==> config.mk <==
export PLATFORM = sky130hd
export DESIGN_NAME = pc_seq_flat
export DESIGN_NICKNAME = d
export VERILOG_FILES = /design/src/rtl/pc_seq_if.sv /design/src/rtl/pc_seq.sv /design/src/flat_wrapper.sv
export SDC_FILE = /design/constraint.sdc
export NUM_CORES = 1
export LEC_CHECK = 0
export CAP_MARGIN = 20
export CORE_AREA = 3 3 90 92
export DETAILED_ROUTE_END_ITERATION = 7
export DIE_AREA = 0 0 93 95
export DONT_BUFFER_PORTS = 1
export PLACE_DENSITY = 0.65
export SLEW_MARGIN = 20
export SYNTH_ARGS = -nofsm -noshare
export SYNTH_HDL_FRONTEND = slang
export SYNTH_SLANG_ARGS = --single-unit
==> constraint.sdc <==
create_clock -name clk -period 4.2 [get_ports clk]
set_input_delay 0.42 -clock clk [delete_from_list [all_inputs] [get_ports clk]]
set_output_delay 0.42 -clock clk [all_outputs]
set_load 0.01 [all_outputs]
==> src/rtl/pc_seq_if.sv <==
// rtl/pc_seq_if.sv - fetch handshake, branch request and shared-adder bundle for pc_seq
interface pc_seq_if;
  logic        imem_req;
  logic        imem_gnt;
  logic        instr_valid;
  logic        stall;
  logic        br_take;
  logic        br_jalr;
  logic [31:0] br_imm;
  logic [31:0] rs1_data;
  logic        trap;
  logic [31:0] add_a;
  logic [31:0] add_b;
  logic [31:0] add_sum;
  logic [31:0] pc;
  logic        misalign_err;
  logic [31:0] retire_cnt;

  // sequencer side
  modport master (
    output imem_req, add_a, add_b, pc, misalign_err, retire_cnt,
    input  imem_gnt, instr_valid, stall, br_take, br_jalr, br_imm, rs1_data, trap, add_sum
  );

  // core / memory / adder side
  modport slave (
    input  imem_req, add_a, add_b, pc, misalign_err, retire_cnt,
    output imem_gnt, instr_valid, stall, br_take, br_jalr, br_imm, rs1_data, trap, add_sum
  );
endinterface

==> src/rtl/pc_seq.sv <==
// rtl/pc_seq.sv - program counter sequencer: fetch handshake FSM, next-PC select, retire counter
module pc_seq #(
  parameter logic [31:0] RESET_PC = 32'h0000_0000,
  parameter logic [31:0] TRAP_VEC = 32'h0000_0100
) (
  input logic       clk,
  input logic       rst_n,
  pc_seq_if.master  bus
);

  typedef enum logic [1:0] {IDLE, REQ, WAIT, UPD} state_t;

  state_t      state_q, state_d;
  logic [31:0] pc_q, pc_d;
  logic [31:0] retire_cnt_q, retire_cnt_d;
  logic        imem_req_q, imem_req_d;
  logic        misalign_err_q, misalign_err_d;
  logic [31:0] add_a, add_b;
  logic [31:0] target;

  // Operand steering for the shared adder; only a taken branch in UPD redirects it
  always_comb begin
    add_a = pc_q;
    add_b = 32'd4;
    if ((state_q == UPD) && !bus.trap && bus.br_take) begin
      add_a = bus.br_jalr ? bus.rs1_data : pc_q;
      add_b = bus.br_imm;
    end
  end

  // Next state, next PC and registered-output values
  always_comb begin
    state_d        = state_q;
    pc_d           = pc_q;
    retire_cnt_d   = retire_cnt_q;
    misalign_err_d = 1'b0;
    // JALR clears bit 0 of the sum; the misalign test then looks at bit 1
    target         = bus.br_jalr ? {bus.add_sum[31:1], 1'b0} : bus.add_sum;
    case (state_q)
      IDLE: state_d = REQ;
      REQ:  if (bus.imem_gnt) state_d = WAIT;
      WAIT: if (bus.instr_valid) state_d = UPD;
      UPD: begin
        if (!bus.stall) begin
          state_d      = REQ;
          retire_cnt_d = retire_cnt_q + 32'd1;
          if (bus.trap) begin
            pc_d = TRAP_VEC;
          end else if (bus.br_take) begin
            if (target[1]) begin
              pc_d           = TRAP_VEC;
              misalign_err_d = 1'b1;
            end else begin
              pc_d = target;
            end
          end else begin
            pc_d = bus.add_sum;
          end
        end
      end
      default: state_d = IDLE;
    endcase
    // imem_req comes from a flop so add_sum can never reach it combinationally
    imem_req_d = (state_d == REQ);
  end

  // State and output registers with asynchronous reset
  always_ff @(posedge clk or negedge rst_n) begin
    if (!rst_n) begin
      state_q        <= IDLE;
      pc_q           <= RESET_PC;
      retire_cnt_q   <= 32'd0;
      imem_req_q     <= 1'b0;
      misalign_err_q <= 1'b0;
    end else begin
      state_q        <= state_d;
      pc_q           <= pc_d;
      retire_cnt_q   <= retire_cnt_d;
      imem_req_q     <= imem_req_d;
      misalign_err_q <= misalign_err_d;
    end
  end

  assign bus.imem_req     = imem_req_q;
  assign bus.pc           = pc_q;
  assign bus.retire_cnt   = retire_cnt_q;
  assign bus.misalign_err = misalign_err_q;
  assign bus.add_a        = add_a;
  assign bus.add_b        = add_b;

endmodule

==> src/flat_wrapper.sv <==
// flat-port wrapper written by rule: the top's interface ports become plain ports
module pc_seq_flat 
#(
  parameter logic [31:0] RESET_PC = 32'h0000_0000,
  parameter logic [31:0] TRAP_VEC = 32'h0000_0100
)
  (clk, rst_n, bus_imem_req, bus_add_a, bus_add_b, bus_pc, bus_misalign_err, bus_retire_cnt, bus_imem_gnt, bus_instr_valid, bus_stall, bus_br_take, bus_br_jalr, bus_br_imm, bus_rs1_data, bus_trap, bus_add_sum);
  pc_seq_if bus_i ();
  input logic clk;
  input logic rst_n;
  output wire logic [$bits(bus_i.imem_req)-1:0] bus_imem_req;
  output wire logic [$bits(bus_i.add_a)-1:0] bus_add_a;
  output wire logic [$bits(bus_i.add_b)-1:0] bus_add_b;
  output wire logic [$bits(bus_i.pc)-1:0] bus_pc;
  output wire logic [$bits(bus_i.misalign_err)-1:0] bus_misalign_err;
  output wire logic [$bits(bus_i.retire_cnt)-1:0] bus_retire_cnt;
  input wire logic [$bits(bus_i.imem_gnt)-1:0] bus_imem_gnt;
  input wire logic [$bits(bus_i.instr_valid)-1:0] bus_instr_valid;
  input wire logic [$bits(bus_i.stall)-1:0] bus_stall;
  input wire logic [$bits(bus_i.br_take)-1:0] bus_br_take;
  input wire logic [$bits(bus_i.br_jalr)-1:0] bus_br_jalr;
  input wire logic [$bits(bus_i.br_imm)-1:0] bus_br_imm;
  input wire logic [$bits(bus_i.rs1_data)-1:0] bus_rs1_data;
  input wire logic [$bits(bus_i.trap)-1:0] bus_trap;
  input wire logic [$bits(bus_i.add_sum)-1:0] bus_add_sum;
  assign bus_imem_req = bus_i.imem_req;
  assign bus_add_a = bus_i.add_a;
  assign bus_add_b = bus_i.add_b;
  assign bus_pc = bus_i.pc;
  assign bus_misalign_err = bus_i.misalign_err;
  assign bus_retire_cnt = bus_i.retire_cnt;
  assign bus_i.imem_gnt = bus_imem_gnt;
  assign bus_i.instr_valid = bus_instr_valid;
  assign bus_i.stall = bus_stall;
  assign bus_i.br_take = bus_br_take;
  assign bus_i.br_jalr = bus_br_jalr;
  assign bus_i.br_imm = bus_br_imm;
  assign bus_i.rs1_data = bus_rs1_data;
  assign bus_i.trap = bus_trap;
  assign bus_i.add_sum = bus_add_sum;
  pc_seq #(.RESET_PC(RESET_PC), .TRAP_VEC(TRAP_VEC)) u_core (.clk(clk), .rst_n(rst_n), .bus(bus_i));
endmodule
; ---- Word-level counts from Yosys, hierarchy flattened
; Index checks and enable logic that the tools add are counted.
[op_classes]
add_sub_neg = 1
n_eq_ne = 4
n_mux = 16
n_bitwise = 1
n_reduce_logical = 5
[ops]
columns = cell, count
row1 = two-way mux 32 bit, 6
row2 = adder 32 x 1 -> 32 bit (second input constant), 1
row3 = case mux 2 bit (4 select lines), 1
row4 = two-way mux 1 bit, 6
row5 = two-way mux 2 bit, 3
row6 = equality test 2 x 1 -> 1 bit (second input constant), 2
row7 = equality test 2 bit (second input constant), 2
row8 = logical AND 1 bit, 2
row9 = logical NOT 2 bit, 1
row10 = AND reduction 2 bit, 1
row11 = logical NOT 1 bit, 1
row12 = NOT 1 bit, 1
[totals]
ff_bits = 68
out_inout_bits = 130
wordCells = 32

; ---- Depth between registers and ports, before layout
; Gate-level depths: netlist of run 1.
[logic_depth]
depth_word = 5
mapped_depth = 5

; ---- Worst setup path after synthesis of run 1
; No wires, ideal clock.
[synth_timing]
path_type = input-to-output
from = input port bus_trap
to = output port bus_add_a[3]
arrival_time_ns = 1.399
slack_ns = 2.381
path_stages = 4
cell_sequence = and4b_1 -> nand2_1 -> buf_2 -> mux2_1
[synth_via]
elab_chain_cells = 4
[synth_lines]
columns = item, line_no
row1 = from (decl), flat_wrapper.sv:24  ; input wire logic [$bits(bus_i.trap)-1:0] bus_trap;
row2 = logical NOT 1 bit, pc_seq.sv:25  ; if ((state_q == UPD) && !bus.trap && bus.br_take) begin
row3 = logical AND 1 bit (2 in series), pc_seq.sv:25
row4 = two-way mux 32 bit, pc_seq.sv:25
row5 = to (decl), flat_wrapper.sv:12  ; output wire logic [$bits(bus_i.add_a)-1:0] bus_add_a;
; Every way passes these cells.

; ---- Worst setup path in the final report of run 1
[layout_timing]
from = register u_core.state_q[1]
to = output port bus_add_a[5]
[layout_via]
elab_chain_cells = 4
[layout_lines]
columns = item, line_no
row1 = from (decl), pc_seq.sv:13  ; state_t state_q, state_d;
row2 = from (signal assigned), pc_seq.sv:76  ; state_q <= state_d;
row3 = equality test 2 bit, pc_seq.sv:25
row4 = logical AND 1 bit (2 in series), pc_seq.sv:25
row5 = two-way mux 32 bit, pc_seq.sv:25
; Every way passes these cells.

==> results of run 1 <==
## cell usage after synthesis, types with 2 or more instances
library cell,instances
nor4_1,6
and2_1,33
a22o_1,29
and4b_1,2
and4_1,5
and3_1,6
dfrtp_1,68
inv_1,5
buf_2,9
nor3_1,2
xor2_1,12
mux2_1,4
nand3_1,9
nand4_1,8
xnor2_1,19
nand2_1,21
mux2_2,28
nor2_1,7
clkbuf_1,6
## layout make-up
cell class | count | area [um^2]
repair buffers | 5 | 60.1
well taps | 99 | 124
clock buffers | 12 | 145
flip-flops and latches | 68 | 1700
inverters | 5 | 18.8
clock inverters | 4 | 72.6
fillers | 652 | 3550
multi-input cells | 207 | 1610
diodes | 1 | 2.50
## placed cells by master, fill, tap and decap left out, types with 3 or more instances in the layout
cell type / instances
xnor2_1: 19
nand2_1: 21
a22o_1: 29
nand3_1: 9
mux2_1: 4
inv_1: 5
xor2_1: 12
mux2_2: 28
nor2_1: 7
and2_1: 33
nor4_1: 6
nand4_1: 8
clkbuf_8: 10
and3_1: 6
dfrtp_1: 68
and4_1: 5
buf_4: 3
## power breakdown
| part | switching (mW) | total [mW] | leakage [nW] | internal [mW] |
|---|---|---|---|---|
| logic | 0.328 | 0.606 | 0.744 | 0.278 |
| registers | 0.285 | 1.12 | 0.904 | 0.831 |
| clock network | 0.238 | 0.588 | 0.107 | 0.350 |
## path summary, 6_finish.rpt
path                                                            start                                     to  slack [ns]  cells past startpoint
worst min register to register  u_core.bus.retire_cnt[31]$_DFFE_PN0P_  u_core.bus.retire_cnt[31]$_DFFE_PN0P_        0.55                      1
worst max register to register            u_core.state_q[1]$_DFF_PN0_           u_core.bus.pc[9]$_DFFE_PN0P_        1.98                      5
worst min-delay path                                         bus_trap      u_core.bus.misalign_err$_DFF_PN0_        0.17                      1
max in group asynchronous                                       rst_n  u_core.bus.retire_cnt[16]$_DFFE_PN0P_        3.25                      2
worst max-delay path                      u_core.state_q[1]$_DFF_PN0_                           bus_add_a[5]        1.47                      4
min in group asynchronous                                       rst_n  u_core.bus.retire_cnt[24]$_DFFE_PN0P_        0.66                      2
## routing by layer
metal | global-route usage (%) | up-vias
met5 | 0 | -
met4 | 7.69 | 0
met3 | 5.10 | 13
met2 | 33.9 | 157
met1 | 22.2 | 1171
li1 | - | 1055
## worst max-delay path, delay by kind of cell (launching register included)
family | cells | cell delay (ns)
flops | 1 | 0.42
buf+inv | 1 | 0.29
simple gates | 2 | 0.85
mux | 1 | 0.41
## registers in the layout, indices dropped and copies added, names as in the netlist
| name | flops |
|---|---|
| u_core.bus.retire_cnt | 32 |
| u_core.bus.pc | 32 |
| u_core.bus.imem_req | 1 |
| u_core.bus.misalign_err | 1 |
| u_core.state_q | 2 |
## kinds of logic after synthesis
| kind of cell | Yosys count | synth area share, % |
|---|---|---|
| xor gates and xnor gates | 31 | 7.98 |
| muxes | 33 | 10.9 |
| AOI/OAI and AO/OA | 34 | 8.54 |
| and+or+nand+nor | 108 | 19.3 |
| DFF | 68 | 50.0 |
| adders and majority gates | 1 | 0.368 |
| buffers and inverters | 22 | 2.87 |
## stage by stage
step | power, mW | util (%) | hold WS [ns]
after floorplan | 1.57 | - | 0.124
after global placement | 1.71 | 47.7 | 0.126
after detailed placement | 1.73 | 47.7 | 0.126
after CTS | 2.35 | 51.2 | 0.140
after global routing | 2.44 | 51.3 | 0.147
final | 2.31 | 51.3 | 0.171
==> metrics, run 1 <==
total leakage power 1.75 nW; number of H-tree levels 3; site row count 31; register bit count reported by yosys 68; Fin Setup TNS 0 ns; crit-path max FO 33; Post-DRT Antenna Nets 0; Die W 93 um; DIE HEIGHT 95 um; Placed Cells 382; I/O pins 234; Startpoint Class flip-flop; Worst-Skew Late Latency 0.33 ns; drt wl/cell 22.4 um; Primary FF master, synth dfrtp_1; final std cells w/o fill 401; initial antenna violation count 1; ranking of synthesized cells by area dfrtp_1 (50%), mux2_2 (9.3%), a22o_1 (7.5%); CTS tree built; Final Cycle Share 64.9%; GRT Total Usage 19.2%; leading area contributor after synthesis dfrtp_1; total of max-cap violations 0; Num CTS Buffers 9; DIE AREA 8840 um^2; share of Yosys cell area claimed by the top area cell type 50.0%; ys async rst share 100%; Final Cell Area 3740 um^2; crit path cell chain and4b_1 -> nand2_1 -> buf_4 -> mux2_1; Pre-Repair DR Iteration Count 4; dpl ws 1.78 ns; vias in the first global route 2444; Hold WC Path Type input port to flip-flop; Syn Std Cell Area 3400 um^2; power density over cell area 618 nW/um^2; core area 7290 um^2; crit end category output pin; shortest period the worst path allows 2.73 ns; Post-Route WL 8970 um; sequential element share of the synthesized area 50.0%; WL met2 4720 um; post-synthesis cell count 297; Worst-path clk slew 0.07 ns; Fmax 0.367 GHz; Post-CTS Resized 0; Final Skew 0.0145 ns; Area after DPL 3480 um^2; vias per std cell 5.98; RSZ-0062 raised after global routing no; count of flip-flops with a built-in enable after synthesis 0; Setup violations, final 0; Hold-fix buffers, CTS 2; Max stage delay on crit path 0.69 ns; DR iter-0 viols 58; layout cells sized above 1 16.6%; max-slew violation count 0; nets 401; # port buffers 0; first-pass GRT wire length 13000 um; hpwl dp 6840 um; Worst-Margin Slew 0.713 ns; P&R area growth vs syn 9.93%; WS Path Type flip-flop to output pin; final hold vios 0; arrival time worst endpoint 2.31 ns; M1 WL 3330 um; Worst EP required 3.78 ns; via count 2396; gr ovfl total 0; slew margin rel. 52.4%; Sink Count 68; uppermost routed layer met4; status complete, no violations; postcts setup bufs 0; Final WS setup 1.47 ns; Longest Clk Path Bufs 2; CTS root buffer clkbuf_8; Initial Util 46.6%; Synth cell types 37; DR WL met3 802 um; final RePlAce weighted congestion 0.811; # DRC 0; Peak VDD IR 244 uV; Crit-path slowest cell and4b_1; Yosys warnings 0; Post-Syn Area per Cell 11.5 um^2; syn nets 402; largest net degree at the start of global routing 69
Power figures use the tool's default switching activity.
==> run 2, diff against run 1 <==
==> constraint.sdc (replaced) <==
create_clock -name clk -period 2.8 [get_ports clk]
set_input_delay 0.28 -clock clk [delete_from_list [all_inputs] [get_ports clk]]
set_output_delay 0.28 -clock clk [all_outputs]
set_load 0.01 [all_outputs]
==> run 2 against run 1 <==
  * Die area unchanged
  * Clock skew down 0.0039 ns
  * Cell area increased by 0.10%
  * Largest power group unchanged
  * Combinational power increased by 52%
  * Sequential power grew 49%
  * Hold slack got worse by 0.12 ns
  * Critical path type unchanged
==> metrics, run 2 (synthesized netlist as in run 1, its figures left out) <==
FF-to-FF End u_core.bus.retire_cnt[29]$_DFFE_PN0P_ (was u_core.bus.pc[9]$_DFFE_PN0P_); GRT Total Usage 19.1% (was 19.2%); slew margin rel. 64.6% (was 52.4%); Worst-path clk slew 0.07 ns (about the same); RSZ-0062 raised after global routing no (unchanged); Worst EP required 2.52 ns (was 3.78 ns); crit end category output pin (unchanged); Multi-input gate area 1610 um^2 (unchanged); Num CTS Buffers 9 (unchanged); dpl ws 0.857 ns (was 1.78 ns); gr ovfl total 0 (unchanged); Hold WC Path Type input port to flip-flop (unchanged); Setup violations, final 0 (unchanged); final hold vios 0 (unchanged); final hold slack 0.0465 ns (was 0.171 ns); Pre-Repair DR Iteration Count 4 (unchanged); layout cells sized above 1 16.5% (was 16.6%); final RePlAce weighted congestion 0.853 (was 0.811); most frequent cells in the layout dfrtp_1 (68), and2_1 (33), a22o_1 (29) (unchanged); Final Skew 0.0107 ns (was 0.0145 ns); first-pass GRT wire length 12900 um (was 13000 um); commonest non-fill, non-tap cell in the layout dfrtp_1 (unchanged); R2R Setup Slk 0.89 ns (was 1.98 ns); FF/Latch Area 1700 um^2 (unchanged); DIE HEIGHT 95 um (unchanged); Max stage delay on crit path 0.43 ns (was 0.69 ns); hpwl dp 6740 um (was 6840 um); WS Path Type flip-flop to output pin (unchanged); # port buffers 0 (unchanged); Sink Count 68 (unchanged); vias per std cell 5.96 (was 5.98); Fin Setup TNS 0 ns (unchanged); total of max-cap violations 0 (unchanged); number of H-tree levels 3 (unchanged); Fmax 0.444 GHz; Post-Route WL 8930 um (was 8970 um); max-slew violation count 0 (unchanged); Final Util 51.3% (about the same); WL met2 4610 um (was 4720 um); # DRC 0 (unchanged); Post-CTS Resized 0 (unchanged); Startpoint Class flip-flop (unchanged); drt wl/cell 22.2 um (was 22.4 um); vias in the first global route 2421 (was 2444); Post-DRT Antenna Nets 0 (unchanged); I/O pins 234 (unchanged); Worst-Skew Late Latency 0.34 ns (was 0.33 ns); Die W 93 um (unchanged); DR WL met3 823 um (was 802 um); Longest Clk Path Bufs 2 (unchanged); Crit-path slowest cell dfrtp_1 (was and4b_1); CTS root buffer clkbuf_8 (unchanged); final std cells w/o fill 403 (was 401); worst r2r path cells 4 (was 5); uppermost routed layer met4 (unchanged); CTS tree built (unchanged); largest net degree at the start of global routing 69 (unchanged); site row count 31 (unchanged); shortest period the worst path allows 2.25 ns; Placed Cells 384 (was 382); initial antenna violation count 1 (unchanged); nets 404 (was 401); Hold Path Sink u_core.bus.pc[1]$_DFFE_PN0P_ (was u_core.bus.misalign_err$_DFF_PN0_); WP buf/inv 1 (unchanged); M1 WL 3360 um (was 3330 um); power density over cell area 901 nW/um^2 (was 618 nW/um^2); Crit path max-delay family simple AND/OR/NAND/NOR gates (unchanged); status complete, no violations (unchanged); Final Cycle Share 80.3%; crit-path max FO 25 (was 33); Final WS setup 0.550 ns (was 1.47 ns); via count 2402 (was 2396); Peak VDD IR 267 uV (was 244 uV); DR iter-0 viols 71 (was 58); crit path cell chain and4b_1 -> nand2_1 -> buf_12 -> mux2_2 (was and4b_1 -> nand2_1 -> buf_4 -> mux2_1); core area 7290 um^2 (unchanged); fillers 658 (was 652); Worst-Margin Slew 0.528 ns (was 0.713 ns); Initial Util 46.6% (unchanged); min-delay src bus_trap (unchanged); FF-to-FF Start u_core.bus.retire_cnt[7]$_DFFE_PN0P_ (was u_core.state_q[1]$_DFF_PN0_); worst hold path cell count 1 (unchanged); total leakage power 1.76 nW (was 1.75 nW); P&R area growth vs syn 10.0% (was 9.93%); arrival time worst endpoint 1.97 ns (was 2.31 ns); DIE AREA 8840 um^2 (unchanged)
run 2: changes by cell type in the layout (fill, tap and decap cells not counted):
| cell | before | now |
|---|---|---|
| buf_12 | 0 | 1 |
| buf_4 | 3 | 4 |
| bufinv_16 | 2 | 1 |
| clkbuf_1 | 2 | 3 |
| clkinvlp_4 | 1 | 0 |
| dlygate4sd3_1 | 1 | 2 |
run 2: worst max-delay path by stage:
stage / slack (ns) / depth (start not counted) / start / end
3_5_place_dp: 0.86 / 5 / u_core.bus.retire_cnt[0]$_DFFE_PN0P_ / u_core.bus.retire_cnt[30]$_DFFE_PN0P_
5_1_grt: 0.45 / 4 / u_core.state_q[0]$_DFF_PN0_ / bus_add_a[30]
6_report: 0.55 / 4 / u_core.state_q[0]$_DFF_PN0_ / bus_add_a[28]
2_1_floorplan: 1.14 / 4 / u_core.state_q[1]$_DFF_PN0_ / bus_add_a[3]
4_1_cts: 0.51 / 4 / u_core.state_q[0]$_DFF_PN0_ / bus_add_a[28]
3_3_place_gp: 0.88 / 5 / u_core.bus.retire_cnt[0]$_DFFE_PN0P_ / u_core.bus.retire_cnt[30]$_DFFE_PN0P_
run 2: timing repair:
action,4_1_cts,5_1_grt
hold endpoints to repair,69,0
setup buffers,0,0
hold buffers,3,0
run 2: layout make-up:
cell class / instances / area share, %
sequential: 68 / 45.5
timing repair buffer: 8 / 2.61
clock inverter: 2 / 0.936
antenna: 1 / 0.0669
inverter: 5 / 0.502
clock buffer: 13 / 3.98
tap: 99 / 3.31
multi-input combinational: 207 / 43.1
run 2: worst register-to-register path, stage by stage, from the launching register on:
cell,delay (ns)
dfrtp_1,0.47
and3_1,0.52
nand4_4,0.26
nor4_1,0.40
xor2_1,0.18
run 2: stage by stage:
step / area [um^2] / power, mW
after floorplan: 3400 / 2.35
after global placement: 3510 / 2.58
after detailed placement: 3510 / 2.60
after CTS: 3740 / 3.41
after global routing: 3740 / 3.57
final: 3740 / 3.37
run 2: report_power, final:
group	leakage (nW)	switching, mW	total, mW	internal, mW
clock network	0.0935	0.347	0.778	0.431
registers	0.904	0.421	1.67	1.25
logic	0.765	0.497	0.924	0.427
run 2: metal layers:
layer / GRT usage (%) / up-vias
li1: - / 1060
met3: 6.22 / 12
met5: 0 / -
met2: 32.5 / 156
met4: 7.33 / 0
met1: 22.5 / 1174
